**config.mk**
```make
export PLATFORM = sky130hd
export DESIGN_NAME = id_exe_hazard_pipe
export DESIGN_NICKNAME = d
export VERILOG_FILES = /design/src/rtl/id_exe_hazard_pipe.sv
export SDC_FILE = /design/constraint.sdc
export NUM_CORES = 1
export LEC_CHECK = 0
export BUFFER_PORTS_ARGS = -buffer_cell sky130_fd_sc_hd__buf_4
export CORE_MARGIN = 2
export CORE_UTILIZATION = 36
export CTS_BUF_LIST = sky130_fd_sc_hd__clkbuf_4 sky130_fd_sc_hd__clkbuf_8 sky130_fd_sc_hd__clkbuf_16
export CTS_CLUSTER_DIAMETER = 60
export DETAILED_ROUTE_END_ITERATION = 8
export HOLD_SLACK_MARGIN = 0.1
export PLACE_DENSITY = 0.72
export REMOVE_ABC_BUFFERS = 1
export SLEW_MARGIN = 10
export SYNTH_ARGS = -nofsm -noshare
export SYNTH_HDL_FRONTEND = slang
export SYNTH_SLANG_ARGS = --single-unit
```
**constraint.sdc**
```tcl
create_clock -name clk -period 3.3 [get_ports clk]
set_input_delay 0.99 -clock clk [delete_from_list [all_inputs] [get_ports clk]]
set_output_delay 0.99 -clock clk [all_outputs]
set_load 0.01 [all_outputs]
```
**src/rtl/id_exe_hazard_pipe.sv**
```systemverilog
// rtl/id_exe_hazard_pipe.sv - ID->EXE pipeline register with counted load-use interlock, flush and back-pressure
module id_exe_hazard_pipe #(
    parameter int DATA_W     = 32,
    parameter int REG_ADDR_W = 5,
    parameter int CMD_W      = 4,
    parameter int LOAD_STALL = 1
) (
    input  logic                  clk,
    input  logic                  rst,
    input  logic                  id_valid,
    output logic                  id_ready,
    input  logic [REG_ADDR_W-1:0] id_dest,
    input  logic [REG_ADDR_W-1:0] id_src1,
    input  logic [REG_ADDR_W-1:0] id_src2,
    input  logic                  id_uses_src2,
    input  logic [DATA_W-1:0]     id_val1,
    input  logic [DATA_W-1:0]     id_val2,
    input  logic [DATA_W-1:0]     id_reg2,
    input  logic [CMD_W-1:0]      id_exe_cmd,
    input  logic                  id_mem_r_en,
    input  logic                  id_mem_w_en,
    input  logic                  id_wb_en,
    input  logic                  id_br_taken,
    input  logic                  exe_ready,
    input  logic                  flush,
    output logic                  exe_valid,
    output logic [REG_ADDR_W-1:0] exe_dest,
    output logic [REG_ADDR_W-1:0] exe_src1,
    output logic [REG_ADDR_W-1:0] exe_src2,
    output logic [DATA_W-1:0]     exe_val1,
    output logic [DATA_W-1:0]     exe_val2,
    output logic [DATA_W-1:0]     exe_reg2,
    output logic [CMD_W-1:0]      exe_cmd,
    output logic                  exe_mem_r_en,
    output logic                  exe_mem_w_en,
    output logic                  exe_wb_en,
    output logic                  exe_br_taken,
    output logic [15:0]           bubble_cnt
);

    typedef enum logic {S_RUN, S_STALL} state_t;

    localparam logic [1:0] STALL_INIT = 2'(LOAD_STALL - 1);

    state_t                r_state;
    logic [1:0]            r_cnt;
    logic [15:0]           r_bubble_cnt;
    logic                  r_exe_valid;
    logic [REG_ADDR_W-1:0] r_exe_dest;
    logic [REG_ADDR_W-1:0] r_exe_src1;
    logic [REG_ADDR_W-1:0] r_exe_src2;
    logic [DATA_W-1:0]     r_exe_val1;
    logic [DATA_W-1:0]     r_exe_val2;
    logic [DATA_W-1:0]     r_exe_reg2;
    logic [CMD_W-1:0]      r_exe_cmd;
    logic                  r_exe_mem_r_en;
    logic                  r_exe_mem_w_en;
    logic                  r_exe_wb_en;
    logic                  r_exe_br_taken;

    logic w_hazard;
    logic w_load_id;
    logic w_count_bubble;
    logic w_load_bubble;

    // Only a pending load that writes a non-zero register can stall the consumer in ID.
    assign w_hazard = (r_state == S_RUN) & r_exe_valid & r_exe_mem_r_en & r_exe_wb_en
                    & (r_exe_dest != '0) & id_valid
                    & ((id_src1 == r_exe_dest) | (id_uses_src2 & (id_src2 == r_exe_dest)));

    assign w_load_id      = ~flush & exe_ready & (r_state == S_RUN) & ~w_hazard;
    assign w_count_bubble = ~flush & exe_ready & ((r_state == S_STALL) | w_hazard);
    assign w_load_bubble  = flush | w_count_bubble;
    assign id_ready       = rst & w_load_id;

    always_ff @(posedge clk or negedge rst) begin
        if (!rst) begin
            r_state        <= S_RUN;
            r_cnt          <= '0;
            r_bubble_cnt   <= '0;
            r_exe_valid    <= 1'b0;
            r_exe_dest     <= '0;
            r_exe_src1     <= '0;
            r_exe_src2     <= '0;
            r_exe_val1     <= '0;
            r_exe_val2     <= '0;
            r_exe_reg2     <= '0;
            r_exe_cmd      <= '0;
            r_exe_mem_r_en <= 1'b0;
            r_exe_mem_w_en <= 1'b0;
            r_exe_wb_en    <= 1'b0;
            r_exe_br_taken <= 1'b0;
        end else begin
            if (w_load_bubble) begin
                r_exe_valid    <= 1'b0;
                r_exe_dest     <= '0;
                r_exe_src1     <= '0;
                r_exe_src2     <= '0;
                r_exe_val1     <= '0;
                r_exe_val2     <= '0;
                r_exe_reg2     <= '0;
                r_exe_cmd      <= '0;
                r_exe_mem_r_en <= 1'b0;
                r_exe_mem_w_en <= 1'b0;
                r_exe_wb_en    <= 1'b0;
                r_exe_br_taken <= 1'b0;
            end else if (w_load_id) begin
                r_exe_valid    <= id_valid;
                r_exe_dest     <= id_dest;
                r_exe_src1     <= id_src1;
                r_exe_src2     <= id_src2;
                r_exe_val1     <= id_val1;
                r_exe_val2     <= id_val2;
                r_exe_reg2     <= id_reg2;
                r_exe_cmd      <= id_exe_cmd;
                r_exe_mem_r_en <= id_mem_r_en;
                r_exe_mem_w_en <= id_mem_w_en;
                r_exe_wb_en    <= id_wb_en;
                r_exe_br_taken <= id_br_taken;
            end

            if (w_count_bubble && r_bubble_cnt != 16'hFFFF)
                r_bubble_cnt <= r_bubble_cnt + 16'd1;

            // Flush wins over any hazard or stall in progress.
            if (flush) begin
                r_state <= S_RUN;
                r_cnt   <= '0;
            end else if (exe_ready) begin
                case (r_state)
                    S_RUN: begin
                        if (w_hazard) begin
                            r_cnt   <= STALL_INIT;
                            r_state <= (LOAD_STALL > 1) ? S_STALL : S_RUN;
                        end
                    end
                    S_STALL: begin
                        r_cnt <= r_cnt - 2'd1;
                        if (r_cnt == 2'd1)
                            r_state <= S_RUN;
                    end
                    default: r_state <= S_RUN;
                endcase
            end
        end
    end

    assign exe_valid    = r_exe_valid;
    assign exe_dest     = r_exe_dest;
    assign exe_src1     = r_exe_src1;
    assign exe_src2     = r_exe_src2;
    assign exe_val1     = r_exe_val1;
    assign exe_val2     = r_exe_val2;
    assign exe_reg2     = r_exe_reg2;
    assign exe_cmd      = r_exe_cmd;
    assign exe_mem_r_en = r_exe_mem_r_en;
    assign exe_mem_w_en = r_exe_mem_w_en;
    assign exe_wb_en    = r_exe_wb_en;
    assign exe_br_taken = r_exe_br_taken;
    assign bubble_cnt   = r_bubble_cnt;

endmodule

```
# ---- After elaboration in Yosys (flattened, before gate mapping)
# Cells that the tools add are included.
dict set report classes {
  add_sub_neg 2
  multipliers 0
  div_mod_pow 0
  order_cmp 0
  eq_ne 5
  n_shift 0
  muxes 32
  bitwise_logic 18
  reduce_logical 5
}
# operator count
set ops {}
lappend ops {{$mux W32} 6}
lappend ops {{$mux W5} 6}
lappend ops {{$add A16 B1 Y16 const B} 1}
lappend ops {{$ne A16 B16 Y1 const B} 1}
lappend ops {{$mux W1} 13}
lappend ops {{$and A1 B1 Y1} 12}
lappend ops {{$eq A5 B5 Y1} 2}
lappend ops {{$mux W4} 2}
lappend ops {{$mux W2} 3}
lappend ops {{$reduce_bool A5 Y1} 1}
lappend ops {{$pmux W2 S2} 1}
lappend ops {{$reduce_bool A2 Y1} 2}
lappend ops {{$ne A3 B3 Y1 const B} 1}
lappend ops {{$not A1 Y1} 3}
lappend ops {{$or A1 B1 Y1} 3}
lappend ops {{$eq A2 B1 Y1 const B} 1}
lappend ops {{$pmux W1 S2} 1}
lappend ops {{$reduce_and A2 Y1} 1}
lappend ops {{$sub A2 B1 Y2 const B} 1}
lappend ops {{$logic_and A1 B1 Y1} 1}
dict set report word_totals {
  regBits 139
  latchBits 0
  ramBits 0
  mem_bits_ro 0
  inputBits 125
  output_inout_bits 137
  elab_cells 77
  n_memories 0
}

# ---- Logic depth before layout (Yosys ltp)
# Gate-level depths: netlist of run 1.
dict set report logic_depth {
  depth_word 11
  mapped_depth 8
}

# ---- Least setup slack after synthesis of run 1
# Ideal clock, no wire load.
dict set report synth_path {
  path_type {in2out}
  from {input port id_src2[4]}
  to {output port id_ready}
  arrival_ps 2453
  required_ps 2310
  slack_ps -143
  path_stages 8
  n_path_buf 2
  path_cell_list {xor2_1 nor4_1 a32oi_1 o31ai_4 nor2_2 buf_2 buf_2 and2_1}
}
dict set report synth_via {
  elab_chain_len 7
}
# item line
set synth_rtl {}
lappend synth_rtl {{start: declaration} 14} ;# input logic [REG_ADDR_W-1:0] id_src2,
lappend synth_rtl {{$eq A5 B5 Y1} 69} ;# & ((id_src1 == r_exe_dest) | (id_uses_src2 & (id_src2 == r_exe_dest)));
lappend synth_rtl {{$and A1 B1 Y1} 69}
lappend synth_rtl {{$or A1 B1 Y1} 69}
lappend synth_rtl {{$and A1 B1 Y1} 69}
lappend synth_rtl {{$not A1 Y1} 71} ;# assign w_load_id = ~flush & exe_ready & (r_state == S_RUN) & ~w_hazard;
lappend synth_rtl {{$and A1 B1 Y1} 71}
lappend synth_rtl {{$and A1 B1 Y1} 74} ;# assign id_ready = rst & w_load_id;
lappend synth_rtl {{end: declaration} 11} ;# output logic id_ready,
# No other way between the ends.

# ---- Worst setup path in the final report of run 1
# Ends and elaborated chain as after synthesis.

==> results of run 1 <==
cell families after synthesis:
family	count (synthesis)
adders and majority gates	2
xor gates and xnor gates	25
buffers and inverters	30
and+or+nand+nor	42
AOI/OAI and AO/OA	128
DFF	139
muxes	1
final cells by class:
cell class	count	share of cell area, %
repair buffers	271	25.46
inverters	2	0.09294
multi-input cells	198	20.82
well taps	184	2.850
clock inverters	14	2.277
flip-flops and latches	139	43.06
clock buffers	18	5.437
stage by stage:
step	total power (µW)	setup WS, ns
final	4336	-0.01831
after global routing	4522	-0.09559
after CTS	4388	-0.1066
after detailed placement	2387	-0.2429
after global placement	2379	-0.1801
after floorplan	2044	-2.033
how the worst max path moves through the flow:
stage / to / cells after the start
after floorplan: id_ready / 6
after global placement: id_ready / 8
after detailed placement: id_ready / 8
after CTS: id_ready / 8
after global routing: id_ready / 8
final: id_ready / 8
flip-flops by register name, summed over array words and instances, names as in the netlist:
signal	count
bubble_cnt	16
exe_src1	5
r_cnt	2
exe_valid	1
exe_reg2	32
exe_val1	32
exe_wb_en	1
exe_src2	5
r_state	1
exe_dest	5
exe_val2	32
exe_mem_w_en	1
exe_br_taken	1
exe_mem_r_en	1
exe_cmd	4
cell usage in the layout, fill, tap and decap left out, types with 2 or more instances in the layout:
| master | synthesis | layout |
|---|---|---|
| a21oi_1 | 3 | 3 |
| a22o_1 | 120 | 120 |
| and3_1 | 14 | 14 |
| buf_4 | 0 | 266 |
| buf_6 | 0 | 4 |
| bufinv_16 | 0 | 3 |
| clkbuf_16 | 0 | 17 |
| clkinv_4 | 0 | 2 |
| clkinvlp_4 | 0 | 4 |
| dfrtp_1 | 139 | 139 |
| ha_1 | 2 | 2 |
| inv_1 | 2 | 2 |
| inv_6 | 0 | 4 |
| nand3_1 | 10 | 10 |
| nand4_1 | 6 | 6 |
| nor2_1 | 3 | 2 |
| nor2_4 | 0 | 2 |
| xnor2_1 | 16 | 16 |
| xor2_1 | 9 | 7 |
layer usage:
| layer | wire length (µm) | global-route usage [%] | vias up |
|---|---|---|---|
| met5 | 0 | 0 | - |
| met4 | 114 | 5.354 | 0 |
| met3 | 1015 | 6.186 | 10 |
| met2 | 6658 | 27.87 | 184 |
| met1 | 6400 | 25.40 | 2121 |
| li1 | - | - | 1918 |
repair_timing:
item                       4_1_cts  5_1_grt
pin swaps                        4        4
hold buffers                     0        0
buffers inserted                 0        1
resized for setup                8        4
setup endpoints to repair        1        1
power groups by stage:
stage | logic [µW] | registers [µW] | clock network [µW]
after floorplan | 132 | 1910 | 0
after global placement | 497 | 1880 | 0
after detailed placement | 506 | 1880 | 0
after CTS | 513 | 1850 | 2020
after global routing | 550 | 1870 | 2110
final | 510 | 1850 | 1970
==> out/metrics.csv, run 1 <==
stage,metric,value,unit
clocking,clock tree root buffer cell,clkbuf_16,
global_route,total global routing overflow,0,
sta,clock period minus worst slack,3.318,ns
synthesis,Synth Cell Area,5224,µm²
cells_and_area,relative area change from synthesis to final layout,54.63,%
synthesis,Syn. warnings,0,
cells_and_area,area of the multi-input gates,1682,µm²
detailed_routing,remaining routing DRC violations,0,
clocking,H-tree depth,4,
critical_path,"Largest delay share family, worst path",simple AND/OR/NAND/NOR gates,
placed_design,dpl cell area,7377,µm²
pwr,design internal power,3300,µW
critical_path,CP startpoint kind,primary input,
critical_path,capturing point of the worst reg2reg path,exe_src1[4]$_DFFE_PN0P_,
critical_path,required arrival time at the worst endpoint,2.31,ns
die,die span in x,124.5,µm
synthesis,proportion of synthesized area in mux cells,0.2156,%
detailed_routing,vias per cell,5.125,
critical_path,worst setup path startpoint,id_src2[4],
pwr,sequential share of power,42.8,%
global_route,antenna violations before repair,0,
critical_path,crit end category,output pin,
detailed_routing,number of DRC markers after the initial detailed-route iteration,242,
worst_hold_path,type of the worst min-delay path,primary input to asynchronous set/reset pin,
synthesis,Cells after Synth,367,
detailed_routing,Antenna Violating Nets Remaining,0,
pwr,VDD IR max,0.0003332,V
critical_path,worst-path cell chain,buf_8 -> xor2_4 -> nor4_4 -> a32oi_2 -> o31ai_4 -> nor2_4 -> and2_4 -> buf_6,
synthesis,area share of the leading cell type in the synthesized netlist,66.59,%
clocking,number of buffers inserted during clock tree synthesis,17,
synthesis,Avg Synthesized Cell Area,14.23,µm²
sta,WHS,0.4100,ns
global_route,total routing usage reported by global routing,18.42,%
sta,worst slew margin relative to its limit,44.64,%
run,number of violations of the max-capacitance limit,0,
global_route,largest net degree at the start of global routing,79,
sta,number of hold violations in the final report,0,
clocking,clock transition at the register clock pins on the worst setup and hold paths after CTS,0.06,ns
die,total I/O pin count,262,
detailed_routing,Final Routed Wirelength,14190,µm
sta,final critical-path share of the clock period,100.6,%
critical_path,r2r startpoint,exe_dest[1]$_DFFE_PN0P_,
clocking,number of clock sinks seen by CTS,139,
placed_design,gpl congestion,0.7896,
synthesis,count of different cell masters after synthesis,28,
die,total number of placement rows,44,
global_route,global-route wire length before repair,22820,µm
pwr,portion of total power attributed to combinational logic,11.8,%
synthesis,main area contributors after synthesis,"dfrtp_1 67%, a22o_1 20%, xnor2_1 2.7%",
synthesis,main combinational cell family by area after synthesis,compound AO/OA/AOI/OAI gates,
critical_path,critical-path maximum fanout,2,
cells_and_area,Final Instance Area,8078,µm²
die,Initial Utilization,36.35,%
placed_design,count of input and output buffers,261,
cells_and_area,area used by sequential logic in the layout,3478,µm²
synthesis,post-synthesis adder-cell area fraction,0.4790,%
sta,setup slack of the critical path after layout,-0.01831,ns
sta,worst clock skew,0.007893,ns
synthesis,top_reg_cell synth,dfrtp_1,
clocking,maximum count of clock buffers along a single path,2,
synthesis,"EDFF count, synth",0,
synthesis,synthesized flop and latch total,139,
cells_and_area,fill cell total of the finished layout,1186,
sta,Finish-stage setup viols,1,
critical_path,delay of the slowest critical-path stage,0.32,ns
critical_path,critical path type,primary input to output pin,
synthesis,register area share after synthesis,66.59,%
sta,actual transition at the worst max-transition pin,0.8305,ns
synthesis,"count leader, synth",dfrtp_1,
pwr,switching part of the total,23.90,%
pwr,fraction of power consumed by the clock network,45.5,%
detailed_routing,average routed wire per standard cell,17.18,µm
sta,Total Neg Setup Slack,-0.01831,ns
pwr,power per cell area,536.7,nW/µm²
sta,Fmax,301.4,MHz
cells_and_area,non-filler instance count after layout,826,
synthesis,compound-cell area share of the yosys netlist,21.44,%
pwr,leakage dissipation,0.004181,µW
placed_design,number of placed cells counting well taps,793,
synthesis,Simple-Gate Fraction of Synth Area,4.647,%
clocking,insertion delay to the later sink of the worst-skew pair,0.41,ns
cells_and_area,net total in the final layout,756,
run_status,status,finished with violations,
cells_and_area,post-layout util,56.22,%
die,DIE AREA,15490,µm²
synthesis,async set or reset register ratio after synthesis,100.0,%
sta,unrepaired setup endpoints after global routing,yes,
synthesis,most common library cells after synthesis,"139 x dfrtp_1, 120 x a22o_1, 16 x xnor2_1",
die,Core Box Area,14370,µm²
cells_and_area,final antenna diode count,0,
cells_and_area,fraction of final layout cells sized beyond drive strength 1,48.60,%
synthesis,fraction of synthesized cell area in xor and xnor cells,4.192,%
global_route,number of global-route vias before repair,4420,
detailed_routing,vias,4233,
critical_path,flop2flop setup slack,0.72,ns
critical_path,arrival time of data at the critical path endpoint,2.33,ns
placed_design,Detail Placement HPWL,10060,µm
synthesis,"area leader, netlist",dfrtp_1,
critical_path,master of the slowest instance on the critical path,nor4_4,
critical_path,Worst Reg-to-Reg Cells,7,
sta,final number of max-transition violations,0,
die,Die Ht,124.5,µm
pwr,Psw,1036,µW
detailed_routing,drt pass-1 iters,4,
run_status,violations in the final reports,negative setup slack,
critical_path,Worst Path Buf+Inv,2,
clocking,TritonCTS clock tree,yes,
(Power assumes the default switching activity.)
==> run 2: changes to the inputs <==
Settings changed: BUFFER_PORTS_ARGS -buffer_cell sky130_fd_sc_hd__buf_4 to default, DONT_BUFFER_PORTS from default to 1, PLACE_DENSITY 0.72 to 0.56, RECOVER_POWER from default to 25, SLEW_MARGIN 10 to 20.
==> run 2 against run 1 <==
The run now ends clean; final cell count down 32%; clock power is 3% higher; clock-buffer cell count increased by 1; sequential cell count is the same; global-route usage down 1.5 points; register-to-register slack worse by 0.12 ns; clock skew fell by 0.00087 ns; routed wire length down 9.2%; non-clock buffer count decreased by 264; critical endpoint unchanged; largest power group unchanged.
==> out/metrics.csv, run 2 (synthesized netlist as in run 1, its figures left out) <==
stage,metric,value,unit
critical_path,critical path type,primary input to output pin,
placed_design,count of input and output buffers,0,
clocking,H-tree depth,4,
clocking,number of hold buffers added after cts,0,
sta,actual transition at the worst max-transition pin,0.8873,ns
die,Initial Utilization,36.35,%
clocking,TritonCTS clock tree,yes,
global_route,total routing usage reported by global routing,16.89,%
clocking,insertion delay to the later sink of the worst-skew pair,0.41,ns
run,number of violations of the max-capacitance limit,0,
run_status,status,"finished, final reports clean",
cells_and_area,relative area change from synthesis to final layout,16.22,%
global_route,global-route wire length before repair,19910,µm
detailed_routing,remaining routing DRC violations,0,
detailed_routing,vias,3217,
die,DIE AREA,15490,µm²
pwr,leakage dissipation,0.002851,µW
sta,final number of max-transition violations,0,
cells_and_area,Final Instance Area,6071,µm²
sta,Total Neg Setup Slack,0,ns
die,total number of placement rows,44,
global_route,antenna violations before repair,0,
detailed_routing,drt pass-1 iters,5,
die,Core Box Area,14370,µm²
sta,WHS,0.2634,ns
cells_and_area,final antenna diode count,0,
die,total I/O pin count,262,
detailed_routing,number of DRC markers after the initial detailed-route iteration,228,
clocking,maximum count of clock buffers along a single path,2,
clocking,clock transition at the register clock pins on the worst setup and hold paths after CTS,0.06,ns
clocking,number of clock sinks seen by CTS,139,
pwr,power per cell area,675.0,nW/µm²
placed_design,gpl congestion,0.7567,
die,die span in x,124.5,µm
global_route,total global routing overflow,0,
critical_path,crit end category,output pin,
worst_hold_path,type of the worst min-delay path,primary input to asynchronous set/reset pin,
sta,clock period minus worst slack,3.183,ns
sta,number of hold violations in the final report,0,
sta,final critical-path share of the clock period,96.46,%
cells_and_area,net total in the final layout,492,
sta,Fmax,314.1,MHz
critical_path,critical-path maximum fanout,2,
detailed_routing,Antenna Violating Nets Remaining,0,
cells_and_area,"most common cell after layout, fill and taps aside",dfrtp_1,
critical_path,CP startpoint kind,primary input,
sta,Finish-stage setup viols,0,
global_route,largest net degree at the start of global routing,141,
placed_design,Detail Placement HPWL,8463,µm
detailed_routing,vias per cell,5.724,
critical_path,required arrival time at the worst endpoint,2.31,ns
die,Die Ht,124.5,µm
clocking,number of buffers inserted during clock tree synthesis,17,
sta,unrepaired setup endpoints after global routing,no,
detailed_routing,average routed wire per standard cell,22.93,µm
cells_and_area,fraction of final layout cells sized beyond drive strength 1,12.96,%
detailed_routing,Final Routed Wirelength,12890,µm
global_route,number of global-route vias before repair,3304,
cells_and_area,most used cells in the layout excluding fill and tap cells,"137 x dfrtp_1, 120 x a22o_1, 17 x clkbuf_16",
sta,worst slew margin relative to its limit,40.85,%
pwr,VDD IR max,0.0003214,V
sta,worst clock skew,0.007022,ns
critical_path,arrival time of data at the critical path endpoint,2.19,ns
clocking,clock tree root buffer cell,clkbuf_16,
placed_design,dpl cell area,5384,µm²
## run 2: cell count changes in the layout (fill, tap and decap cells not counted)
| cell | before | now |
|---|---|---|
| dfrtp_1 | 139 | 137 |
| xor2_1 | 7 | 8 |
| xor2_4 | 1 | 0 |
| dfrtp_2 | 0 | 2 |
| clkinvlp_4 | 4 | 2 |
| buf_4 | 266 | 6 |
| buf_8 | 1 | 0 |
| buf_6 | 4 | 1 |
| inv_8 | 1 | 2 |
| clkbuf_8 | 1 | 2 |
## run 2: worst max-delay path, stage by stage
cell,delay (ns)
xor2_2,0.14
nor4_4,0.32
a32oi_2,0.18
o31ai_4,0.32
nor2_4,0.08
and2_4,0.16
## run 2: through the flow
stage                     util [%]  std cells  setup slack [ns]  power [µW]
after floorplan                  -        339            -2.033        2044
after global placement       37.47        528           0.04376        2097
after detailed placement     37.47        528          -0.04523        2102
after CTS                    41.92        560           0.03776        4140
after global routing         42.25        562           0.02018        4267
final                        42.25        562            0.1167        4098
## run 2: where the power goes
part           internal, µW  switching (µW)
Combinational          83.3            83.6
Clock                  1250             768
Sequential             1790             120
## run 2: final timing paths
kind	from	to	slack, ns	cells past startpoint
max in group asynchronous	rst	bubble_cnt[9]$_DFFE_PN0P_	2.88	0
min in group clk	r_cnt[0]$_DFFE_PN0P_	r_cnt[0]$_DFFE_PN0P_	0.51	1
hold / removal	rst	exe_val1[2]$_DFFE_PN0P_	0.26	0
setup / recovery	id_src2[4]	id_ready	0.12	6
setup reg to reg	exe_dest[2]$_DFFE_PN0P_	exe_src2[4]$_DFFE_PN0P_	0.60	7
hold reg to reg	r_cnt[0]$_DFFE_PN0P_	r_cnt[0]$_DFFE_PN0P_	0.51	1
## run 2: final cells by class
| type | instances | area (µm²) |
|---|---|---|
| Sequential cell | 139 | 3481 |
| Tap cell | 184 | 230.2 |
| Clock inverter | 13 | 180.2 |
| Multi-Input combinational cell | 198 | 1663 |
| Fill cell | 1282 | 8298 |
| Inverter | 2 | 7.507 |
| Clock buffer | 19 | 452.9 |
| Timing Repair Buffer | 7 | 56.30 |
## run 2: metal layers
layer	track usage [%]	vias up	routed length, µm
met5	0	-	0
met4	6.874	0	311
met3	8.247	24	1111
met2	25.30	179	6301
met1	20.92	1622	5164
li1	-	1392	-
## run 2: repair_timing
| action | in CTS | in global routing |
|---|---|---|
| setup endpoints to repair | 1 | 1 |
| resized for setup | 1 | 7 |
| setup buffers | 0 | 2 |
| pin swaps | 0 | 5 |
==> run 3: changes to the inputs <==
Settings changed: CORE_UTILIZATION 36 to 40, PLACE_DENSITY 0.56 to 0.6.
==> run 3 against run 2 <==
Die area decreased by 9.7%; routed wire length is 1.1% lower; combinational power down 2%; first-iteration DRC count is 20% higher; setup slack improved by 0.013 ns; largest cell class unchanged.
==> out/metrics.csv, run 3 (synthesized netlist as in run 1, its figures left out) <==
stage,metric,value,unit
run_status,status,"finished, final reports clean",
cells_and_area,relative area change from synthesis to final layout,14.87,%
die,DIE AREA,13990,µm²
detailed_routing,vias,3224,
critical_path,crit end category,output pin,
detailed_routing,Antenna Violating Nets Remaining,0,
detailed_routing,number of DRC markers after the initial detailed-route iteration,273,
critical_path,CP startpoint kind,primary input,
global_route,number of global-route vias before repair,3278,
critical_path,capturing point of the worst reg2reg path,exe_br_taken$_DFFE_PN0P_,
sta,Fmax,315.4,MHz
detailed_routing,Final Routed Wirelength,12750,µm
sta,Total Neg Setup Slack,0,ns
cells_and_area,fill cell total of the finished layout,1129,
sta,unrepaired setup endpoints after global routing,no,
critical_path,required arrival time at the worst endpoint,2.31,ns
pwr,power per cell area,670.8,nW/µm²
cells_and_area,most used cells in the layout excluding fill and tap cells,"138 x dfrtp_1, 120 x a22o_1, 17 x clkbuf_16",
clocking,clock transition at the register clock pins on the worst setup and hold paths after CTS,0.05,ns
critical_path,r2r startpoint,exe_dest[1]$_DFFE_PN0P_,
global_route,total routing usage reported by global routing,18.46,%
critical_path,Worst Reg-to-Reg Cells,6,
sta,setup slack of the critical path after layout,0.1297,ns
clocking,H-tree depth,4,
global_route,global-route wire length before repair,19590,µm
clocking,clock tree root buffer cell,clkbuf_16,
critical_path,delay of the slowest critical-path stage,0.32,ns
detailed_routing,vias per cell,5.872,
critical_path,arrival time of data at the critical path endpoint,2.18,ns
clocking,number of buffers inserted during clock tree synthesis,17,
detailed_routing,average routed wire per standard cell,23.22,µm
die,total I/O pin count,262,
critical_path,critical path type,primary input to output pin,
sta,number of hold violations in the final report,0,
clocking,maximum count of clock buffers along a single path,2,
detailed_routing,drt pass-1 iters,4,
placed_design,count of input and output buffers,0,
cells_and_area,"most common cell after layout, fill and taps aside",dfrtp_1,
sta,worst slew margin relative to its limit,50.49,%
pwr,leakage dissipation,0.002834,µW
die,Initial Utilization,41.23,%
placed_design,post-placement worst setup slack,-0.01538,ns
sta,Finish-stage setup viols,0,
cells_and_area,net total in the final layout,491,
detailed_routing,remaining routing DRC violations,0,
sta,worst clock skew,0.006368,ns
clocking,TritonCTS clock tree,yes,
clocking,insertion delay to the later sink of the worst-skew pair,0.41,ns
die,Die Ht,118.3,µm
cells_and_area,fraction of final layout cells sized beyond drive strength 1,11.67,%
critical_path,master of the slowest instance on the critical path,nor4_2,
cells_and_area,final antenna diode count,0,
placed_design,Detail Placement HPWL,8653,µm
sta,final critical-path share of the clock period,96.07,%
run,number of violations of the max-capacitance limit,0,
placed_design,gpl congestion,0.7630,
critical_path,flop2flop setup slack,0.88,ns
die,total number of placement rows,41,
pwr,VDD IR max,0.0003366,V
critical_path,worst setup path startpoint,id_src2[4],
global_route,antenna violations before repair,0,
cells_and_area,area used by sequential logic in the layout,3480,µm²
sta,actual transition at the worst max-transition pin,0.7426,ns
cells_and_area,post-layout util,47.36,%
global_route,total global routing overflow,0,
pwr,Tot Pwr,4025,µW
critical_path,worst-path cell chain,xor2_1 -> nor4_2 -> a32oi_1 -> o31ai_4 -> nor2_4 -> and2_1,
die,Core Box Area,12670,µm²
sta,WHS,0.2777,ns
sta,clock period minus worst slack,3.170,ns
clocking,number of clock sinks seen by CTS,139,
critical_path,critical-path maximum fanout,3,
cells_and_area,area of the multi-input gates,1637,µm²
global_route,largest net degree at the start of global routing,141,
sta,final number of max-transition violations,0,
die,die span in x,118.3,µm
worst_hold_path,type of the worst min-delay path,primary input to asynchronous set/reset pin,
run 3: area by class of cell:
class | instances | area share, %
repair buffers | 6 | 0.7506
clock inverters | 11 | 2.377
multi-input cells | 198 | 27.27
clock buffers | 21 | 7.902
flip-flops and latches | 139 | 57.99
inverters | 2 | 0.1251
well taps | 172 | 3.586
run 3: worst max-delay path by stage:
stage,to,slack (ns),cells after the start
2_1_floorplan,id_ready,-2.03,6
3_3_place_gp,id_ready,0.009,6
3_5_place_dp,id_ready,-0.02,6
4_1_cts,id_ready,0.07,6
5_1_grt,id_ready,0.03,6
6_report,id_ready,0.13,6
run 3: where the power goes:
group          internal (µW)  switching, µW  leakage (µW)  total, µW
combinational           81.7           81.1      0.000673        163
clock                   1250            698      0.000302       1950
sequential              1790            119       0.00186       1910
run 3: worst max-delay path: cells and delay by family:
kind	cells	cell delay, ns
AO/OA/AOI/OAI	2	0.44
XOR/XNOR	1	0.14
AND/OR/NAND/NOR	3	0.59
run 3: timing repair:
item,4_1_cts,5_1_grt
resized for setup,1,1
setup buffers,0,0
hold endpoints to repair,0,0
hold buffers,0,0
endpoints found under the setup margin,1,1
run 3: per-stage QoR:
step	instances	instance area, µm²
CTS	549	6000
finish	549	6001
floorplan	339	5104
global placement	517	5376
global route	549	6001
detailed placement	517	5376
run 3: routing by layer:
metal  part of all wire, %  track usage [%]  wire, µm  up-vias
li1                      -                -         -     1390
met1                    39            22.65      5027     1629
met2                    48            27.17      6144      194
met3                    11            11.15      1447       11
met4                   1.0            5.572       128        0
met5                     0                0         0        -
